<file path="src/rtl/dmem_arbiter_pkg.sv">
// ============================================================================
// dmem_arbiter_pkg : shared state and read-owner encodings for dmem_arbiter
// Rev 1.0
// ============================================================================
`default_nettype none

package dmem_arbiter_pkg;

  typedef enum logic {
    ST_RUN    = 1'b0,
    ST_HALTED = 1'b1
  } arb_state_e;

  // Who issued the read whose data appears on dob this cycle
  typedef enum logic [1:0] {
    OWN_NONE = 2'd0,
    OWN_CORE = 2'd1,
    OWN_DBG  = 2'd2
  } owner_e;

endpackage

`default_nettype wire

</file>
<file path="src/rtl/dmem_arbiter.sv">
// ============================================================================
// dmem_arbiter : shares BRAM port B between the MEM stage and a debug/loader
//                requester, with starvation guard and debug halt mode
// Rev 1.0
// ============================================================================
`default_nettype none

module dmem_arbiter
  import dmem_arbiter_pkg::*;
#(
  parameter int STARVE_MAX = 4,
  parameter int ADDR_W     = 32,
  parameter int DATA_W     = 32
) (
  input  logic                clk,
  input  logic                rst_n,
  input  logic                core_req,
  input  logic [DATA_W/8-1:0] core_we,
  input  logic [ADDR_W-1:0]   core_addr,
  input  logic [DATA_W-1:0]   core_wdata,
  output logic                core_stall,
  output logic                core_rvalid,
  output logic [DATA_W-1:0]   core_rdata,
  input  logic                dbg_req,
  input  logic [DATA_W/8-1:0] dbg_we,
  input  logic [ADDR_W-1:0]   dbg_addr,
  input  logic [DATA_W-1:0]   dbg_wdata,
  output logic                dbg_gnt,
  output logic                dbg_rvalid,
  output logic [DATA_W-1:0]   dbg_rdata,
  input  logic                dbg_halt_req,
  output logic                dbg_halted,
  output logic [DATA_W/8-1:0] web,
  output logic [ADDR_W-1:0]   addrb,
  output logic [DATA_W-1:0]   dib,
  input  logic [DATA_W-1:0]   dob
);

  localparam int               CNT_W   = $clog2(STARVE_MAX + 1);
  localparam logic [CNT_W-1:0] CNT_MAX = CNT_W'(STARVE_MAX);

  arb_state_e        state_q, state_d;
  owner_e            owner_q, owner_d;
  logic [CNT_W-1:0]  starve_q, starve_d;
  logic [DATA_W-1:0] hold_q, hold_d;
  logic              core_issue;
  logic              dbg_issue;

  // Grant decision; everything is forced quiet while reset is asserted
  always_comb begin
    core_issue = 1'b0;
    dbg_issue  = 1'b0;
    core_stall = 1'b0;
    if (rst_n) begin
      if (state_q == ST_HALTED) begin
        core_stall = 1'b1;
        dbg_issue  = dbg_req;
      end else if (core_req && !(dbg_req && (starve_q == CNT_MAX))) begin
        core_issue = 1'b1;
      end else if (dbg_req) begin
        dbg_issue  = 1'b1;
        core_stall = core_req;
      end
    end
  end

  assign dbg_gnt = dbg_issue;
  assign addrb   = dbg_issue ? dbg_addr  : core_addr;
  assign dib     = dbg_issue ? dbg_wdata : core_wdata;
  assign web     = dbg_issue ? dbg_we : (core_issue ? core_we : '0);

  always_comb begin
    state_d = state_q;
    case (state_q)
      ST_RUN:    if (dbg_halt_req)  state_d = ST_HALTED;
      ST_HALTED: if (!dbg_halt_req) state_d = ST_RUN;
      default:   state_d = ST_RUN;
    endcase

    starve_d = '0;
    if (dbg_req && !dbg_issue) begin
      starve_d = (starve_q == CNT_MAX) ? starve_q : starve_q + CNT_W'(1);
    end

    owner_d = OWN_NONE;
    if (core_issue && (core_we == '0)) begin
      owner_d = OWN_CORE;
    end else if (dbg_issue && (dbg_we == '0)) begin
      owner_d = OWN_DBG;
    end

    // Keeps the load word stable once dob moves on to another owner
    hold_d = core_rvalid ? dob : hold_q;
  end

  always_ff @(posedge clk or negedge rst_n) begin
    if (!rst_n) begin
      state_q  <= ST_RUN;
      owner_q  <= OWN_NONE;
      starve_q <= '0;
      hold_q   <= '0;
    end else begin
      state_q  <= state_d;
      owner_q  <= owner_d;
      starve_q <= starve_d;
      hold_q   <= hold_d;
    end
  end

  assign dbg_halted  = (state_q == ST_HALTED);
  assign core_rvalid = (owner_q == OWN_CORE);
  assign dbg_rvalid  = (owner_q == OWN_DBG);
  assign dbg_rdata   = dob;
  assign core_rdata  = core_rvalid ? dob : hold_q;

endmodule

`default_nettype wire

</file>
<file path="config.mk">
export PLATFORM = sky130hd
export DESIGN_NAME = dmem_arbiter
export DESIGN_NICKNAME = d
export VERILOG_FILES = /design/src/rtl/dmem_arbiter_pkg.sv /design/src/rtl/dmem_arbiter.sv
export SDC_FILE = /design/constraint.sdc
export NUM_CORES = 1
export LEC_CHECK = 0
export BUFFER_PORTS_ARGS = -buffer_cell sky130_fd_sc_hd__clkbuf_2
export CORE_AREA = 2 2 121 123
export DETAILED_ROUTE_END_ITERATION = 10
export DIE_AREA = 0 0 123 125
export HOLD_SLACK_MARGIN = 0.08
export PLACE_DENSITY = 0.5
export SLEW_MARGIN = 20
export SYNTH_ARGS = -nofsm -noshare
export SYNTH_HDL_FRONTEND = slang
export SYNTH_SLANG_ARGS = --single-unit
export TNS_END_PERCENT = 1
</file>
<file path="constraint.sdc">
create_clock -name clk -period 5.4 [get_ports clk]
set_input_delay 0.54 -clock clk [delete_from_list [all_inputs] [get_ports clk]]
set_output_delay 0.54 -clock clk [all_outputs]
set_load 0.02 [all_outputs]
</file>
---- After elaboration in Yosys (flattened, before gate mapping) ----
Cells that the tools add are included.
cells by class
  add/sub/neg operators ................... 1
  multiply operators ...................... 0
  divide/modulo/power cells ............... 0
  order comparisons ....................... 0
  equality and inequality tests ........... 4
  shift-type cells ........................ 0
  muxes and demuxes ....................... 21
  bitwise logic cells ..................... 0
  reductions and logical operators ........ 9
operator list
  operator               number
  $mux W32               3
  $mux W1                12
  $logic_not A4 Y1       2
  $mux W4                2
  $mux W3                2
  $logic_and A1 B1 Y1    5
  $mux W2                2
  $add A3 B1 Y3 const B  1
  $eq A3 B3 Y1 const B   1
  $eq A2 B1 Y1 const B   1
  $eq A2 B2 Y1 const B   1
  $logic_not A1 Y1       2
  $ne A2 B2 Y1 const B   1
word-level totals
  register bits ........................... 38
  bits in latches ......................... 0
  bits in writable memories ............... 0
  ROM bits ................................ 0
  bits of input ports ..................... 173
  word-level logic and storage cells ...... 39
  memories ................................ 0

---- Logic depth before layout (Yosys ltp) ----
  depth after elaboration ................. 10
  mapped depth ............................ 6
  gate-level depth less buffers ........... 5

---- Worst setup path after synthesis ----
Ideal clock, no wire load.
  kind .................................... reg-to-output
  from .................................... register starve_q[0]
  to ...................................... output port dib[30]
  arrival time ............................ 1.735 ns
  data required time ...................... 4.860 ns
  slack ................................... 3.125 ns
  cell stages (with the launch flop) ...... 7
  buffers on the path ..................... 1
  cells stage by stage .................... dfrtp_1 inv_1 ha_1 nand2_2 a31oi_4 buf_6 mux2_1
on the way
  cells in the longest elaborated chain, start to end .. 8
ends and longest elaborated chain
  element                 line                 source
  from (decl)             dmem_arbiter.sv:44   logic [CNT_W-1:0] starve_q, starve_d;
  from (signal assigned)  dmem_arbiter.sv:105  starve_q <= starve_d;
  $eq A3 B3 Y1            dmem_arbiter.sv:58   end else if (core_req && !(dbg_req && (starve_q == CNT_MAX))) begin
  $logic_and A1 B1 Y1     dmem_arbiter.sv:58
  $logic_not A1 Y1        dmem_arbiter.sv:58
  $logic_and A1 B1 Y1     dmem_arbiter.sv:58
  $mux W1                 dmem_arbiter.sv:58
  $mux W1                 dmem_arbiter.sv:55   if (state_q == ST_HALTED) begin
  $mux W1                 dmem_arbiter.sv:54   if (rst_n) begin
  named net dbg_gnt       dmem_arbiter.sv:28   output logic dbg_gnt,
  $mux W32                dmem_arbiter.sv:69   assign dib = dbg_issue ? dbg_wdata : core_wdata;
  to (decl)               dmem_arbiter.sv:35   output logic [DATA_W-1:0] dib,
The timed path passes the listed nets, and every way through them passes these cells.

---- Worst setup path in the final report ----
  from .................................... register starve_q[0]
  to ...................................... output port dib[22]
on the way
  cells in the longest elaborated chain, start to end .. 8
ends and longest elaborated chain
  element              line
  $eq A3 B3 Y1         dmem_arbiter.sv:58
  $logic_and A1 B1 Y1  dmem_arbiter.sv:58
  $logic_not A1 Y1     dmem_arbiter.sv:58
  $logic_and A1 B1 Y1  dmem_arbiter.sv:58
  $mux W1              dmem_arbiter.sv:58
  $mux W1              dmem_arbiter.sv:55
  $mux W1              dmem_arbiter.sv:54
  $mux W32             dmem_arbiter.sv:69
No other way between the ends.

==> results.md <==
* Status: finished, final reports clean
* Final ANT Viol Nets at 0
* Buf+Inv Stages, Crit Path at 3
* H-tree level count at 2
* Final Max Tran Viols at 0
* Initial DRC Count at 54
* Pwr Total at 0.001094 W
* Worst Path Class, Setup: flop to output port
* Worst EP arrival at 2.79 ns
* Register area share after synthesis at 36.70%
* CP max-delay cell: a31oi_4
* Largest delay share family, worst path: compound AO/OA/AOI/OAI gates
* CTS tree: built
* Skew final at 0.005643 ns
* Dpl hpwl at 7641 µm
* Critical Path Start Type: flop
* Num rows at 44
* Post-CTS sizing at 0
* Hold WS at 0.3644 ns
* Worst Path Max Fanout at 26
* Area Overhead vs Synth at 64.46%
* Top area cells in the synthesized netlist: mux2_2 39%, dfrtp_1 37%, buf_4 9.3%
* Core area at 14200 µm²
* Worst VDD drop at 0.1422 mV
* Initial core utilization at 18.24%
* Final hold vios at 0
* Final core occ at 30.00%
* Worst Setup End Kind: output port
* Area leader, netlist: mux2_2
* Setup violators final at 0
* Max-cap violations at 0
* Synth warn at 0
* Residual DRC at 0
* Synth cell types at 25
* # fillers at 1473
* Vias in the first global route at 2479
* Clk Latency, worst-skew pair at 0.28 ns
* CTS Buf Count at 5
* Initial antenna violation count at 0
* Fin crit share at 61.59%
* Crit path largest cell delay at 0.71 ns
* DIE WIDTH at 123 µm
* WL per Instance at 13.18 µm
* Non-filler instance count after layout at 668
* Via count at 2608
* Flop2flop setup slack at 3.23 ns
* Critical path required time at 4.86 ns
* Tmin final at 3.326 ns
* Cts hold-fix bufs at 0
* # port buffers at 309
* Die area at 15380 µm²
* Vias per inst at 3.904
* Io pins at 310
* RSZ-0062 raised after global routing: false
* Slew headroom at 45.21%
* CTS clk-pin slew, worst paths at 0.06 ns
* Post-placement cell count at 660
* Overflow after GRT at 0
* Num Clock Sinks at 38
* Root buffer cell: clkbuf_16
* Cells after Synth at 206
* Power Density at 256.6 nW/µm²
* Tot GR Track Use at 10.28%
* Max clock buf depth at 2
* HP Class: input pin to asynchronous set/reset pin
* Ant diodes at 0
* Critical-path cell list: inv_1, ha_1, nand2_2, a31oi_4, buf_4, mux2_2, clkbuf_2
* Number of setup buffers added after CTS at 0
* Avg Inst Size Synth at 12.58 µm²
* Die height at 125 µm
* Syn_nets at 381
* First-pass GRT wire length at 12280 µm
* Largest net degree at the start of global routing at 41
* First-pass DRT Iterations at 4
* Routability Congestion at 0.8373
* Achievable Freq at 0.3007 GHz
* Setup TNS at 0 ns
* Final nets at 658
* Layout cells sized above 1 at 85.54%
* Post-synth top area share at 39.11%
* Tightest Pin Transition at 0.8218 ns
* Synth Cell Area at 2591 µm²
* Synthesized flop and latch total at 38
* Final WL at 8802 µm
* Leak Pwr at 2.398 nW
[cells in the mapped netlist]
cell type  count
nand3_1        1
buf_4         32
nand2_1        1
dfrtp_1       38
nor2b_1        2
a21boi_0       1
buf_2          3
nor4_1         2
a22o_1         4
mux2_1         6
buf_6          7
a31oi_4        1
and4_1         1
o21ai_0        1
ha_1           2
and2_1         2
nand2_2        1
mux2i_1        1
nand3b_1       1
nand4_1        1
clkbuf_1       1
xnor2_1        1
mux2_2        90
nor3b_1        3
inv_1          3
[flip-flops by register name, summed over array words and instances, names as in the netlist]
name and count:
hold_q 32, starve_q 3, owner_q 2, dbg_halted 1
[cell usage in the layout (no fill, tap or decap), types with 2 or more instances in the layout]
| cell type | count |
|---|---|
| clkbuf_2 | 309 |
| mux2_2 | 90 |
| dfrtp_1 | 38 |
| mux2_1 | 6 |
| clkbuf_16 | 5 |
| a22o_1 | 4 |
| buf_4 | 4 |
| inv_1 | 3 |
| nor3b_1 | 3 |
| nor4_1 | 2 |
| and2_1 | 2 |
| ha_1 | 2 |
| bufinv_16 | 2 |
[worst paths after layout]
kind                                         start                       to  cells past startpoint
max                        starve_q[0]$_DFFE_PN0P_                  dib[22]                      7
min                                          rst_n      hold_q[3]$_DFF_PN0_                      2
max reg2reg                starve_q[0]$_DFFE_PN0P_  starve_q[1]$_DFFE_PN0P_                      6
min reg2reg                    hold_q[5]$_DFF_PN0_      hold_q[5]$_DFF_PN0_                      1
max in group asynchronous                    rst_n     hold_q[22]$_DFF_PN0_                      2
min in group clk                      dbg_halt_req     dbg_halted$_DFF_PN0_                      1
[through the flow]
| stage | instance area [µm²] | worst slack [ns] |
|---|---|---|
| floorplan | 2591 | 3.125 |
| global placement | 4063 | 2.360 |
| detailed placement | 4063 | 2.313 |
| CTS | 4262 | 2.019 |
| global route | 4262 | 1.851 |
| finish | 4262 | 2.074 |
[cell families after synthesis]
logic type	count (synthesis)	synth area share, %
AND/OR/NAND/NOR	15	3.766
adder cells (fa/ha/maj)	2	0.9656
XOR/XNOR	1	0.3381
AO/OA/AOI/OAI	7	2.655
flip-flops	38	36.70
buffers and inverters	46	13.47
multiplexers	97	42.11
[power by group]
part | internal [W] | switching (W) | leakage, nW | total, W
registers | 0.000318 | 0.0000101 | 0.506 | 0.000328
clock network | 0.000277 | 0.000111 | 0.0971 | 0.000389
logic | 0.000164 | 0.000213 | 1.79 | 0.000377
[area by class of cell]
cell class | instances | area (µm²) | area share [%]
clock inverters | 2 | 60.06 | 1.409
repair buffers | 313 | 1577 | 36.99
multi-input cells | 122 | 1294 | 30.36
inverters | 3 | 11.26 | 0.2642
flip-flops and latches | 38 | 950.9 | 22.31
well taps | 184 | 230.2 | 5.402
clock buffers | 6 | 138.9 | 3.259
[per-layer routing]
layer | share of wire, % | routed length (µm) | GRT usage [%] | vias to the layer above
met5 | 0 | 0 | 0 | -
met4 | 0.44 | 39 | 1.604 | 0
met1 | 41 | 3585 | 12.24 | 1194
met2 | 50 | 4379 | 18.75 | 148
met3 | 9.1 | 797 | 2.555 | 2
li1 | - | - | - | 1264
[worst register-to-register path: cells and delay by family (launching register included)]
| family | cells | cell delay [ns] |
|---|---|---|
| AO/OA/AOI/OAI | 1 | 0.71 |
| buffers and inverters | 2 | 0.50 |
| flip-flops | 1 | 0.40 |
| AND/OR/NAND/NOR | 2 | 0.22 |
| adder cells (fa/ha/maj) | 1 | 0.21 |
Power figures use the tool's default switching activity.
